File: src/rtl/conv_encoder_tx.sv
// Rate-1/2, K=3 convolutional encoder (G0=7, G1=5 octal) with optional zero-tail
// flush and a registered valid/ready symbol output.
module conv_encoder_tx #(
  parameter int TAIL_EN = 1,
  parameter int FCNT_W  = 8
) (
  input  logic              clk,
  input  logic              rst,
  input  logic              data_i,
  input  logic              valid_i,
  input  logic              last_i,
  output logic              ready_o,
  output logic [1:0]        sym_o,
  output logic              sym_valid_o,
  output logic              sym_last_o,
  input  logic              sym_ready_i,
  output logic              busy_o,
  output logic [FCNT_W-1:0] frame_cnt_o
);

  // state    | meaning
  // ST_DATA  | accepting payload bits
  // ST_TAIL1 | emitting first zero tail symbol
  // ST_TAIL2 | emitting final zero tail symbol (flagged last)
  typedef enum logic [1:0] {
    ST_DATA  = 2'd0,
    ST_TAIL1 = 2'd1,
    ST_TAIL2 = 2'd2
  } state_e;

  state_e              state_q, state_d;
  logic [1:0]          enc_q, enc_d;
  logic [1:0]          sym_q, sym_d;
  logic                sym_valid_q, sym_valid_d;
  logic                sym_last_q, sym_last_d;
  logic                busy_q, busy_d;
  logic [FCNT_W-1:0]   frame_cnt_q, frame_cnt_d;

  logic                out_free;
  logic                out_hs;
  logic                load;
  logic                u_in;
  logic                last_in;

  // enc[1] = previous bit, enc[0] = the bit before it
  function automatic logic [1:0] encode(input logic u, input logic [1:0] s);
    return {u ^ s[1] ^ s[0], u ^ s[0]};
  endfunction

  always_comb begin
    out_free = !sym_valid_q || sym_ready_i;
    out_hs   = sym_valid_q && sym_ready_i;
    ready_o  = !rst && (state_q == ST_DATA) && out_free;

    state_d = state_q;
    load    = 1'b0;
    u_in    = 1'b0;
    last_in = 1'b0;

    case (state_q)
      ST_DATA: begin
        if (valid_i && ready_o) begin
          load = 1'b1;
          u_in = data_i;
          if (last_i) begin
            if (TAIL_EN != 0) state_d = ST_TAIL1;
            else              last_in = 1'b1;
          end
        end
      end
      ST_TAIL1: begin
        if (out_free) begin
          load    = 1'b1;
          state_d = ST_TAIL2;
        end
      end
      ST_TAIL2: begin
        if (out_free) begin
          load    = 1'b1;
          last_in = 1'b1;
          state_d = ST_DATA;
        end
      end
      default: state_d = ST_DATA;
    endcase
  end

  always_comb begin
    enc_d       = enc_q;
    sym_d       = sym_q;
    sym_valid_d = sym_valid_q;
    sym_last_d  = sym_last_q;
    busy_d      = busy_q;
    frame_cnt_d = frame_cnt_q;

    if (out_hs) begin
      sym_valid_d = 1'b0;
      if (sym_last_q) begin
        frame_cnt_d = frame_cnt_q + FCNT_W'(1);
        busy_d      = 1'b0;
      end
    end

    // A load in the same cycle as a handshake replaces the symbol; it must
    // come after the handshake so a new frame's first bit re-asserts busy.
    if (load) begin
      sym_d       = encode(u_in, enc_q);
      sym_valid_d = 1'b1;
      sym_last_d  = last_in;
      enc_d       = {u_in, enc_q[1]};
      if (state_q == ST_DATA) busy_d = 1'b1;
    end
  end

  always_ff @(posedge clk) begin
    if (rst) begin
      state_q     <= ST_DATA;
      enc_q       <= 2'b00;
      sym_q       <= 2'b00;
      sym_valid_q <= 1'b0;
      sym_last_q  <= 1'b0;
      busy_q      <= 1'b0;
      frame_cnt_q <= '0;
    end else begin
      state_q     <= state_d;
      enc_q       <= enc_d;
      sym_q       <= sym_d;
      sym_valid_q <= sym_valid_d;
      sym_last_q  <= sym_last_d;
      busy_q      <= busy_d;
      frame_cnt_q <= frame_cnt_d;
    end
  end

  assign sym_o       = sym_q;
  assign sym_valid_o = sym_valid_q;
  assign sym_last_o  = sym_last_q;
  assign busy_o      = busy_q;
  assign frame_cnt_o = frame_cnt_q;

endmodule

File: config.mk
export PLATFORM = sky130hd
export DESIGN_NAME = conv_encoder_tx
export DESIGN_NICKNAME = d
export VERILOG_FILES = /design/src/rtl/conv_encoder_tx.sv
export SDC_FILE = /design/constraint.sdc
export NUM_CORES = 1
export LEC_CHECK = 0
export ABC_CLOCK_PERIOD_IN_PS = 1700
export BUFFER_PORTS_ARGS = -buffer_cell sky130_fd_sc_hd__clkbuf_2
export CORE_MARGIN = 4
export CORE_UTILIZATION = 54
export CTS_BUF_LIST = sky130_fd_sc_hd__clkbuf_2 sky130_fd_sc_hd__clkbuf_4 sky130_fd_sc_hd__clkbuf_8
export DETAILED_ROUTE_END_ITERATION = 10
export PLACE_DENSITY = 0.81
export SETUP_SLACK_MARGIN = 0.15
export SLEW_MARGIN = 5
export SYNTH_ARGS = -nofsm -noshare
export SYNTH_HDL_FRONTEND = slang
export SYNTH_SLANG_ARGS = --single-unit
File: constraint.sdc
create_clock -name clk -period 1.7 [get_ports clk]
set_input_delay 0.085 -clock clk [delete_from_list [all_inputs] [get_ports clk]]
set_output_delay 0.085 -clock clk [all_outputs]
set_load 0.02 [all_outputs]
==> metrics.csv <==
stage,metric,value,unit
run_status,outcome,"finished, final reports clean",
placement,placedInstanceArea,983,um^2
worst_setup_path,timing.rr.end,sym_o[0]$_SDFFE_PP0P_,
sta,rsz0062_at_grt,no,
cts,cts_root_buf,clkbuf_4,
route,wl,1.95,mm
floorplanning,ios,20,
yosys,synth-seq-cells,17,
global_routing,grt_max_degree,15,
cts,clock_latency,290,ps
worst_setup_path,r2r_cells,6,
job,cap_violations,0,
route,postRouteAntennaNets,0,
sta,timing.final.crit_period,1480,ps
route,drtIter0Drc,19,
global_routing,grt_pass1_wl,3.27,mm
floorplanning,fp.dieH,48.4,um
worst_setup_path,crit_path_start_kind,register,
sta,setup_viol,0,
yosys,syn-mean-instance-area,8.72,um^2
cts,cts_made_buffers,3,
cts,cts_tree,built,
final_layout,diodes,0,
placement,port-buffer-count,19,
worst_setup_path,endpoint,sym_o[0]$_SDFFE_PP0P_,
worst_setup_path,cp.arrival,1700,ps
power_and_ir_drop,p_leak,0.433,nW
route,viasPerCell,5.84,
final_layout,multiInputGateArea,518,um^2
placement,place_ws,56.0,ps
cts,htreeDepth,1,
yosys,netlist_top_cells_area,"dfxtp_1 (39%), ha_1 (9.9%), a21oi_1 (5.1%)",
worst_setup_path,worst_setup_path_end_kind,register,
route,drtPass1Iterations,4,
route,post_drt_wl_per_cell,14.0,um
yosys,yosysSeqAreaShare,38.6,%
final_layout,drive_above_1_share,30.1,%
cts,clk_pin_slew,90,ps
worst_setup_path,crit_type,reg2reg,
power_and_ir_drop,p_per_area,1310,nW/um^2
placement,place_congestion,0.877,
placement,place_hpwl,1.47,mm
sta,worst_slack,218,ps
worst_setup_path,required,1920,ps
yosys,yosysTopAreaCell,dfxtp_1,
global_routing,grt_pass1_vias,774,
route,dr_total_vias,812,
final_layout,mostFrequentLayoutCells,"clkbuf_2 (19), dfxtp_1 (15), nor2_1 (11), a21oi_1 (9), nand2_1 (8)",
final_layout,final-seq-area,345,um^2
final_layout,final_cell_area,1050,um^2
final_layout,syn2layout_area_growth,19.0,%
floorplanning,row_count,14,
cts,cts.path.max_buffers,2,
cts,clock-sinks,17,
sta,hold_viol,0,
floorplanning,core-area,1520,um^2
final_layout,num-nets-final,137,
floorplanning,start_util,57.8,%
floorplanning,fp.dieW,48.4,um
global_routing,grt.total_usage,17.2,%
sta,slew_headroom,80.3,%
yosys,yosys_warnings,0,
worst_setup_path,r2r_start,state_q[1]$_SDFFE_PP0P_,
yosys,syn_nets,114,
worst_setup_path,critPathMaxFanout,5,
sta,tightest_slew,293,ps
final_layout,final_common_cell,clkbuf_2,
yosys,syn_inst,101,
hold_path,hp-class,in2reg,
yosys,synth_top_area_share,38.6,%
yosys,synth_area,881,um^2
sta,fin_skew,3.56,ps
sta,setup_tns,0,ps
worst_setup_path,worstSetupStartpoint,state_q[1]$_SDFFE_PP0P_,
global_routing,antenna_found_initial,0,
sta,fin_crit_sh,87.2,%
global_routing,grt_overflow_total,0,
sta,maxSlewViolCount,0,
floorplanning,die_area,2340,um^2
worst_setup_path,r2r_setup_slack,220,ps
route,drc,0,
sta,max_freq,0.675,GHz
final_layout,fill_cells,130,
yosys,synth.distinct_cells,33,
power_and_ir_drop,vdd_ir_drop_max,0.000800,V
==> synthesized netlist by cell type (all sizes together) <==
| cell | count |
|---|---|
| nor2 | 11 |
| a31o | 1 |
| nand3b | 1 |
| and3 | 1 |
| nand4 | 3 |
| xor2 | 3 |
| o21ai | 6 |
| a2bb2oi | 1 |
| clkbuf | 2 |
| nand3 | 3 |
| ha | 7 |
| o211a | 1 |
| a41oi | 1 |
| nor2b | 3 |
| nor4b | 1 |
| buf | 2 |
| nand2 | 8 |
| a211oi | 1 |
| a21oi | 9 |
| nor3 | 3 |
| and3b | 1 |
| mux2i | 1 |
| inv | 4 |
| or3 | 3 |
| a31oi | 1 |
| dfxtp | 17 |
| xnor2 | 4 |
| o211ai | 1 |
| nand2b | 1 |
==> routing by layer <==
metal  track usage, %  part of all wire (%)  up-vias  wire length (um)
li1                 -                     -      396                 -
met1             19.2                    42      379               810
met2             28.5                    50       33               972
met3             7.36                   7.5        4               145
met4             6.91                  0.87        0                17
met5                0                     0        -                 0
==> metrics by stage <==
| stage | total power [mW] | std cells | hold slack [ps] | utilization (%) |
|---|---|---|---|---|
| after global routing | 1.48 | 139 | 156 | 68.8 |
| after detailed placement | 1.04 | 133 | 462 | 64.5 |
| after floorplan | 0.910 | 101 | 344 | - |
| after CTS | 1.34 | 139 | 141 | 67.8 |
| after global placement | 1.02 | 133 | 456 | 64.5 |
| final | 1.38 | 139 | 149 | 68.8 |
==> state kept, by name, indices dropped and copies added, names as in the netlist <==
register,cells
state_q,2
frame_cnt_o,8
enc_q,2
sym_valid_o,1
sym_last_o,1
sym_o,2
busy_o,1
==> worst max-delay path, cell delays in order, from the launching register on <==
cell and delay, ps:
dfxtp_2 350, inv_2 100, ha_4 150, inv_2 60, or3_4 390, xor2_1 160, a211oi_2 210
==> cell families (layout without fill, tap and decap cells) <==
group                      count (synthesis)  after routing  share of synthesized area, %
and+or+nand+nor                           39             39                          23.7
AOI/OAI and AO/OA                         22             22                          15.6
buffers and inverters                      8             30                          3.98
xor gates and xnor gates                   7              7                          6.96
DFF                                       17             17                          38.6
muxes                                      1              1                          1.14
adders and majority gates                  7              7                          9.94
==> where the power goes <==
| group | internal (mW) | total [mW] | leakage [nW] | switching, mW |
|---|---|---|---|---|
| sequential | 0.469 | 0.528 | 0.139 | 0.0591 |
| clock | 0.107 | 0.229 | 0.0184 | 0.122 |
| combinational | 0.268 | 0.619 | 0.276 | 0.351 |
| total | 0.844 | 1.38 | 0.433 | 0.533 |
==> layout make-up <==
class | count | area share (%)
Sequential cell | 17 | 32.9
Clock buffer | 4 | 2.86
Tap cell | 16 | 1.91
Multi-Input combinational cell | 76 | 49.4
Inverter | 4 | 1.67
Timing Repair Buffer | 22 | 11.2
==> worst min path at each step <==
stage / endpoint / startpoint / cells past startpoint / slack, ps
2_1_floorplan: sym_o[0]$_SDFFE_PP0P_ / rst / 2 / 340
3_3_place_gp: frame_cnt_o[0]$_SDFFE_PP0P_ / rst / 2 / 460
3_5_place_dp: sym_last_o$_SDFFE_PP0P_ / rst / 2 / 460
4_1_cts: state_q[1]$_SDFFE_PP0P_ / rst / 2 / 140
5_1_grt: frame_cnt_o[0]$_SDFFE_PP0P_ / rst / 2 / 160
6_report: state_q[0]$_SDFFE_PP0P_ / rst / 2 / 150
==> repair_timing <==
| action | CTS | global route |
|---|---|---|
| cloned | 0 | 0 |
| pin swaps | 1 | 0 |
| endpoints found under the setup margin | 8 | 7 |
| hold buffers | 0 | 0 |
| gates resized for setup | 5 | 3 |
| buffers inserted | 2 | 0 |
Note: power is estimated with default switching activity, not from simulation.
